**config.mk**
```make
export PLATFORM = sky130hd
export DESIGN_NAME = obstacle_lanes
export DESIGN_NICKNAME = d
export VERILOG_FILES = /design/src/rtl/frogger_pkg.sv /design/src/rtl/obstacle_lanes_lane_stepper.sv /design/src/rtl/obstacle_lanes.sv
export SDC_FILE = /design/constraint.sdc
export NUM_CORES = 1
export LEC_CHECK = 0
export ABC_AREA = 1
export BUFFER_PORTS_ARGS = -buffer_cell sky130_fd_sc_hd__buf_2
export CORE_ASPECT_RATIO = 0.7
export CORE_MARGIN = 8
export CORE_UTILIZATION = 59
export CTS_CLUSTER_SIZE = 16
export DETAILED_ROUTE_END_ITERATION = 6
export GPL_TIMING_DRIVEN = 0
export PLACE_DENSITY = 0.86
export SKIP_CTS_REPAIR_TIMING = 1
export SYNTH_ARGS = -nofsm -noshare
export SYNTH_HDL_FRONTEND = slang
export SYNTH_SLANG_ARGS = --single-unit
```
**constraint.sdc**
```tcl
create_clock -name clock -period 1.7 [get_ports clock]
set_input_delay 0.17 -clock clock [delete_from_list [all_inputs] [get_ports clock]]
set_output_delay 0.17 -clock clock [all_outputs]
set_load 0.02 [all_outputs]
```
**src/rtl/frogger_pkg.sv**
```systemverilog
// Shared constants for the frogger video datapath: colours and coordinate/cell widths.
package frogger_pkg;

  localparam int COORD_W    = 10;
  localparam int CELL_IDX_W = 5;

  localparam logic [7:0] OBST_COLOR = 8'b00011100;
  localparam logic [7:0] BG_COLOR   = 8'h00;

endpackage

```
**src/rtl/obstacle_lanes_lane_stepper.sv**
```systemverilog
// One obstacle lane: a skip counter that divides the movement tick by LANE_IDX+1
// and a wrapping cell position that moves right (DIR=0) or left (DIR=1).
module lane_stepper
  import frogger_pkg::*;
#(
  parameter int LANE_IDX  = 0,
  parameter int NUM_CELLS = 20,
  parameter int DIR       = 0
) (
  input  logic                  clock,
  input  logic                  reset,
  input  logic                  step,
  output logic [CELL_IDX_W-1:0] pos
);

  localparam int SKIP_W = (LANE_IDX > 0) ? $clog2(LANE_IDX + 1) : 1;
  localparam logic [SKIP_W-1:0]     SKIP_MAX = SKIP_W'(LANE_IDX);
  localparam logic [CELL_IDX_W-1:0] POS_MAX  = CELL_IDX_W'(NUM_CELLS - 1);
  localparam logic [CELL_IDX_W-1:0] POS_RST  = (DIR == 0) ? '0 : POS_MAX;

  logic [SKIP_W-1:0]     skip_p0;
  logic [CELL_IDX_W-1:0] pos_p0;
  logic [CELL_IDX_W-1:0] pos_next;

  always_comb begin
    pos_next = pos_p0;
    if (DIR == 0) begin
      pos_next = (pos_p0 == POS_MAX) ? '0 : pos_p0 + 1'b1;
    end else begin
      pos_next = (pos_p0 == '0) ? POS_MAX : pos_p0 - 1'b1;
    end
  end

  // stage p0: skip counter and lane position
  always_ff @(posedge clock) begin
    if (!reset) begin
      skip_p0 <= '0;
      pos_p0  <= POS_RST;
    end else if (step) begin
      if (skip_p0 == SKIP_MAX) begin
        skip_p0 <= '0;
        pos_p0  <= pos_next;
      end else begin
        skip_p0 <= skip_p0 + 1'b1;
      end
    end
  end

  assign pos = pos_p0;

endmodule

```
**src/rtl/obstacle_lanes.sv**
```systemverilog
// Scrolling obstacle lanes: movement tick generation, per-lane steppers,
// registered pixel colour lookup and registered frog collision detect.
module obstacle_lanes
  import frogger_pkg::*;
#(
  parameter int NUM_LANES  = 4,
  parameter int NUM_CELLS  = 20,
  parameter int CELL_W     = 32,
  parameter int LANE_H     = 48,
  parameter int LANE_Y0    = 144,
  parameter int TICK_DIV   = 12_500_000,
  localparam int LANE_SEL_W = (NUM_LANES > 1) ? $clog2(NUM_LANES) : 1
) (
  input  logic                  clock,
  input  logic                  reset,
  input  logic                  enable,
  input  logic [COORD_W-1:0]    next_x,
  input  logic [COORD_W-1:0]    next_y,
  input  logic [LANE_SEL_W-1:0] frog_lane,
  input  logic [4:0]            frog_cell,
  input  logic                  frog_valid,
  output logic [7:0]            color_out,
  output logic                  collision,
  output logic                  tick
);

  localparam int CNT_W      = (TICK_DIV > 2) ? $clog2(TICK_DIV) : 1;
  localparam int CELL_SHIFT = $clog2(CELL_W);
  localparam logic [CNT_W-1:0] CNT_MAX = CNT_W'(TICK_DIV - 1);

  logic [CNT_W-1:0]      tick_cnt_p0;
  logic [CELL_IDX_W-1:0] lane_pos [NUM_LANES];

  // stage p0: free-running movement tick divider, frozen while disabled
  always_ff @(posedge clock) begin
    if (!reset) begin
      tick_cnt_p0 <= '0;
    end else if (enable) begin
      tick_cnt_p0 <= (tick_cnt_p0 == CNT_MAX) ? '0 : tick_cnt_p0 + 1'b1;
    end
  end

  assign tick = enable && (tick_cnt_p0 == CNT_MAX);

  for (genvar gi = 0; gi < NUM_LANES; gi++) begin : g_lane
    lane_stepper #(
      .LANE_IDX  (gi),
      .NUM_CELLS (NUM_CELLS),
      .DIR       (gi % 2)
    ) u_stepper (
      .clock (clock),
      .reset (reset),
      .step  (tick),
      .pos   (lane_pos[gi])
    );
  end

  logic [NUM_LANES-1:0] y_in_lane;
  logic                 x_in_field;
  logic [COORD_W-1:0]   x_cell;
  logic                 pix_hit;
  logic                 frog_hit;

  // Lane decode is a bank of range compares; positions read here are pre-step.
  always_comb begin
    y_in_lane  = '0;
    x_cell     = next_x >> CELL_SHIFT;
    x_in_field = int'(next_x) < NUM_CELLS * CELL_W;
    pix_hit    = 1'b0;
    frog_hit   = 1'b0;
    for (int i = 0; i < NUM_LANES; i++) begin
      y_in_lane[i] = (int'(next_y) >= LANE_Y0 + i * LANE_H) &&
                     (int'(next_y) <  LANE_Y0 + (i + 1) * LANE_H);
      if (y_in_lane[i] && x_in_field && (x_cell == COORD_W'(lane_pos[i]))) begin
        pix_hit = 1'b1;
      end
      if (frog_valid && (int'(frog_lane) == i) && (frog_cell == lane_pos[i])) begin
        frog_hit = 1'b1;
      end
    end
  end

  logic [7:0] color_p1;
  logic       collision_p1;

  // stage p1: registered pixel colour and collision flag
  always_ff @(posedge clock) begin
    if (!reset) begin
      color_p1     <= BG_COLOR;
      collision_p1 <= 1'b0;
    end else begin
      color_p1     <= pix_hit ? OBST_COLOR : BG_COLOR;
      collision_p1 <= frog_hit;
    end
  end

  assign color_out = color_p1;
  assign collision = collision_p1;

endmodule
```
======== Yosys cells after proc, flatten, opt, wreduce, memory -nomap -nowiden ========
Cells that the tools add are included.
operators by class
  add/sub/neg operators ................... 9
  order comparisons ....................... 9
  equality and inequality tests ........... 16
  muxes and demuxes ....................... 18
  bitwise operators ....................... 1
  reductions and logical operators ........ 28
operators with widths
  kind                     count
  $eq A5 B5 Y1             8
  $ge A10 B8 Y1 const B    3
  $mux W5                  5
  $add A24 B1 Y24 const B  1
  $eq A24 B24 Y1 const B   1
  $mux W24                 1
  $logic_and A1 B1 Y1      21
  $lt A10 B8 Y1 const B    2
  $lt A10 B9 Y1 const B    2
  $add A5 B1 Y5 const B    2
  $eq A5 B5 Y1 const B     2
  $ge A10 B9 Y1 const B    1
  $logic_not A5 Y1         2
  $lt A10 B10 Y1 const B   1
  $mux W1                  10
  $sub A5 B1 Y5 const B    2
  $eq A2 B2 Y1 const B     4
  $reduce_and A2 Y1        4
  $add A2 B1 Y2 const B    2
  $mux W2                  2
  $add A1 B1 Y1 const B    2
  $eq A2 B1 Y1 const B     1
  $logic_not A2 Y1         1
  $not A1 Y1               1
storage, ports and cells
  bits in registers ....................... 59
  logic and storage cells ................. 92

======== Logic depth before layout (Yosys ltp) ========
  depth after elaboration ................. 9
  mapped depth ............................ 12

======== Hierarchy ========
Synthesis repeated with hierarchy kept, for this count alone.
second synthesis, totals
  cells, all modules ...................... 547
  area total of the unflattened synthesis .. 3410.8 um^2
modules (own cells, without submodules)
  module                              instances  cells each  area an instance (um^2)
  obstacle_lanes                      1          375         2192.1
  lane_stepper (g_lane[3].u_stepper)  1          50          354.1
  lane_stepper (g_lane[2].u_stepper)  1          52          342.8
  lane_stepper (g_lane[1].u_stepper)  1          36          280.3
  lane_stepper (g_lane[0].u_stepper)  1          34          241.5

======== Least setup slack after synthesis ========
Ideal clock, no wire load.
  path type ............................... register to register
  start point ............................. register tick_cnt_p0[0]
  end point ............................... register g_lane[3].u_stepper.pos_p0[4]
  library setup time ...................... 0.114 ns
  arrival ................................. 1.406 ns
  data required time ...................... 1.586 ns
  path slack .............................. 0.180 ns
  cell stages (with the launch flop) ...... 11
  clock period less this slack ............ 1.520 ns
  path through ............................ dfxtp_1 ha_1 nand2_2 nor2_1 nand2_1 inv_1 nand2_1 nor2_8 nand2_4 o21ai_1 nand2_1
on the way
  longest elaborated chain between the ends .. 3
RTL lines
  what                         line                               source
  start, declared              obstacle_lanes.sv:31               logic [CNT_W-1:0] tick_cnt_p0;
  start signal, assigned       obstacle_lanes.sv:39               tick_cnt_p0 <= (tick_cnt_p0 == CNT_MAX) ? '0 : tick_cnt_p0 + 1'b1;
  $eq A24 B24 Y1               obstacle_lanes.sv:43               assign tick = enable && (tick_cnt_p0 == CNT_MAX);
  $logic_and A1 B1 Y1          obstacle_lanes.sv:43
  named net tick               obstacle_lanes.sv:24               output logic tick
  $reduce_and A2 Y1 (no line)  --
  end signal, assigned         obstacle_lanes_lane_stepper.sv:42  pos_p0 <= pos_next;
  end, declared                obstacle_lanes_lane_stepper.sv:22  logic [CELL_IDX_W-1:0] pos_p0;
The timed path passes the listed nets, and every way through them passes these cells.
A chain may end at the register's enable or synchronous reset.

======== Final worst setup path ========
  start point ............................. register tick_cnt_p0[0]
  end point ............................... output port tick
on the way
  longest elaborated chain between the ends .. 2
RTL lines
  what                 line
  $eq A24 B24 Y1       obstacle_lanes.sv:43
  $logic_and A1 B1 Y1  obstacle_lanes.sv:43
  end, declared        obstacle_lanes.sv:24
Every way passes these cells.

==> flow_summary.toml <==
[outcome]
status = "complete, but fails checks"
failed_checks = "negative setup slack"

[global_route]
antenna_found_initial = 0
grt_overflow = 0
grt_pass1_vias = 3150
grt_pass1_wl_mm = 14.77
grt_max_degree = 15
track_usage_pct = 20.84

[worst_hold_path]
holdCritStartpoint = "enable"
whs_path_depth = 5
hp-class = "primary input to flip-flop"
min_to = "tick_cnt_p0[15]"

[route]
postRouteAntennaNets = 0
vias = 3767
routedWlPerCell_um = 13.31
viasPerCell = 5.412
totalWireLength_mm = 9.261
drt_iter0_drc = 342
first_pass_iters = 5
drcViolationCount = 0

[timing]
timing.fmax_mhz = 576.7
rsz0062_at_grt = "true"
fin_skew_ns = 0.01080
finalHoldViolCount = 0
fin_crit_ns = 1.734
tightest_slew_ns = 0.5754
finalMaxSlewViolations = 0
setup_viol = 1
relSlewSlack_pct = 61.64
fin_crit_sh_pct = 102.0
fin_ws_ns = -0.03389

[floorplanning]
rows = 23
ioPinCount = 41
die_area_sq_mm = 0.008717
die-height_um = 80.55
start_util_pct = 61.33
fp.dieW_um = 108.2
core_sq_mm = 0.005727

[place]
gp_congestion = 0.9540
pre_cts_ws_ns = -0.1279
io_buffers = 23
dpl-instance-area_sq_mm = 0.003736
dpl.hpwl_mm = 7.220

[worst_setup_path]
reg2reg_depth = 9
crit_type = "flip-flop to primary output"
worstPathArrival_ns = 1.56
r2r_end = "g_lane[0].u_stepper.pos[1]"
critPathCaptureType = "primary output"
critical-path-max-stage-delay_ns = 0.38
critPathRequiredTime_ns = 1.53
cp_max_fo = 5
regToRegStartpoint = "tick_cnt_p0[0]"
r2r_slack_ns = 0.03
startpoint = "tick_cnt_p0[0]"
path_cells = "ha_4, nand2_4, nor2_4, nand2_2, inv_1, nand2_2, nor2_8, buf_6"
critical-path-slowest-cell = "dfxtp_4"
cpMostUsedCell = "nand2_2"
start_kind = "flip-flop"

[synthesis]
seq_area_frac_synth_pct = 29.07
synth_top_area_share_pct = 29.07
synth.distinct_cells = 32
synth_area_leader_cell = "dfxtp_1"
ys_top_cells_by_area = "dfxtp_1 (29%), nand2_1 (16%), nor2_1 (10%)"
synthArstFlopShare_pct = 0
synthFlopType = "dfxtp_1"
netlist_area_sq_mm = 0.003512
yosysMostFrequentCell = "nand2_1"
ys_seq_elements = 51
synthCells = 580
synth.avg_cell_area_sq_um = 6.055
synth_edf_count = 0
synth_top_cells_by_count = "nand2_1 (154), nor2_1 (98), inv_1 (80)"
ys_warn_count = 0

[clock_tree]
cts_buffer_depth = 2
cts_root_buffer = "clkbuf_8"
path_clk_slew_ns = 0.10
cts_buffers = 5
clock_latency_ns = 0.31
cts.sinks = 51
cts_tree = "done"
cts_max_level = 2

[pwr]
ir_drop_v = 0.0003827
leakage_uw = 0.001861
power_density_mw_per_mm2 = 556.0

[finish]
final_util_pct = 69.37
post-route-cell-area_sq_mm = 0.003973
finalNetCount = 657
drive_above_1_share_pct = 14.01
diodes = 0
area_growth_pct = 13.11

[flow_run]
maxCapViolCount = 0
registers in the layout, indices dropped and copies added, names as in the netlist:
name                      count
tick_cnt_p0                  24
color_out                     1
g_lane.u_stepper.pos         20
g_lane.u_stepper.skip_p0      5
collision                     1
kinds of logic after synthesis:
group	Yosys count	synth area share, %
AO/OA/AOI/OAI	53	8.016
XOR/XNOR	21	5.237
adder cells (fa/ha/maj)	6	2.137
buffers and inverters	101	11.79
flip-flops	51	29.07
other	1	0.1068
AND/OR/NAND/NOR	347	43.64
worst max-delay path: cells and delay by family (launching register included):
kind	cells	cell delay, ns
adder cells (fa/ha/maj)	1	0.15
buffers and inverters	2	0.19
flip-flops	1	0.38
AND/OR/NAND/NOR	5	0.52
worst max path at each step:
stage	end	slack (ns)	cells past startpoint
2_1_floorplan	g_lane[3].u_stepper.pos[4]	0.18	10
3_3_place_gp	g_lane[0].u_stepper.pos[1]	-0.11	9
3_5_place_dp	g_lane[0].u_stepper.pos[1]	-0.13	9
4_1_cts	tick	-0.36	8
5_1_grt	tick	-0.11	8
6_report	tick	-0.03	8
routing by layer:
metal | share of wire [%] | GRT usage (%) | up-vias
met5 | 0 | 0 | -
met4 | 0.80 | 4.414 | 0
met3 | 11 | 4.396 | 11
met2 | 41 | 28.98 | 175
met1 | 48 | 31.39 | 1686
li1 | - | - | 1895
metrics by stage:
step                      power, uW   TNS, ns  std cells  hold slack, ns
final                          2209  -0.03389        696          0.2417
after global routing           2289    -1.217        696          0.2481
after CTS                      2202    -3.457        690          0.2347
after detailed placement       1436    -2.242        682          0.4685
after global placement         1433    -1.442        682          0.4612
after floorplan                1363         0        584          0.3519
cell usage in the layout, fill, tap and decap left out:
cell and count:
nor2_1 90, nor2_8 2, nand2_1 151, ha_1 5
nor3b_1 1, nand2_2 7, xnor2_1 5, nor3b_2 1
buf_6 1, inv_1 80, or2_2 1, nand4_1 23
o22ai_1 7, dfxtp_1 49, o21ai_1 5, buf_4 15
clkinv_1 1, o211ai_1 2, clkbuf_1 7, inv_2 4
dfxtp_4 1, nor2_4 4, dfxtp_2 1, o21bai_1 1
nor2_2 10, nand3_1 34, xor2_1 16, clkbuf_8 7
o21ai_0 16, nor3_2 4, nor3_1 14, nand2_4 3
ha_4 1, a21oi_1 22, conb_1 5, buf_2 23
nand3_2 2
layout make-up:
class                      count  area, sq um
sequential                    51         1026
buffer                        16        95.09
timing repair buffer          29        166.4
tap                           75        93.84
inverter                      85        319.1
clock buffer                   8        100.1
fill                         511         1754
multi-input combinational    432         2172
where the power goes:
group          switching [uW]  internal [uW]
clock network             406            373
registers                5.67           1200
logic                     144           82.1
No activity file was read; power rests on OpenSTA's default activity.
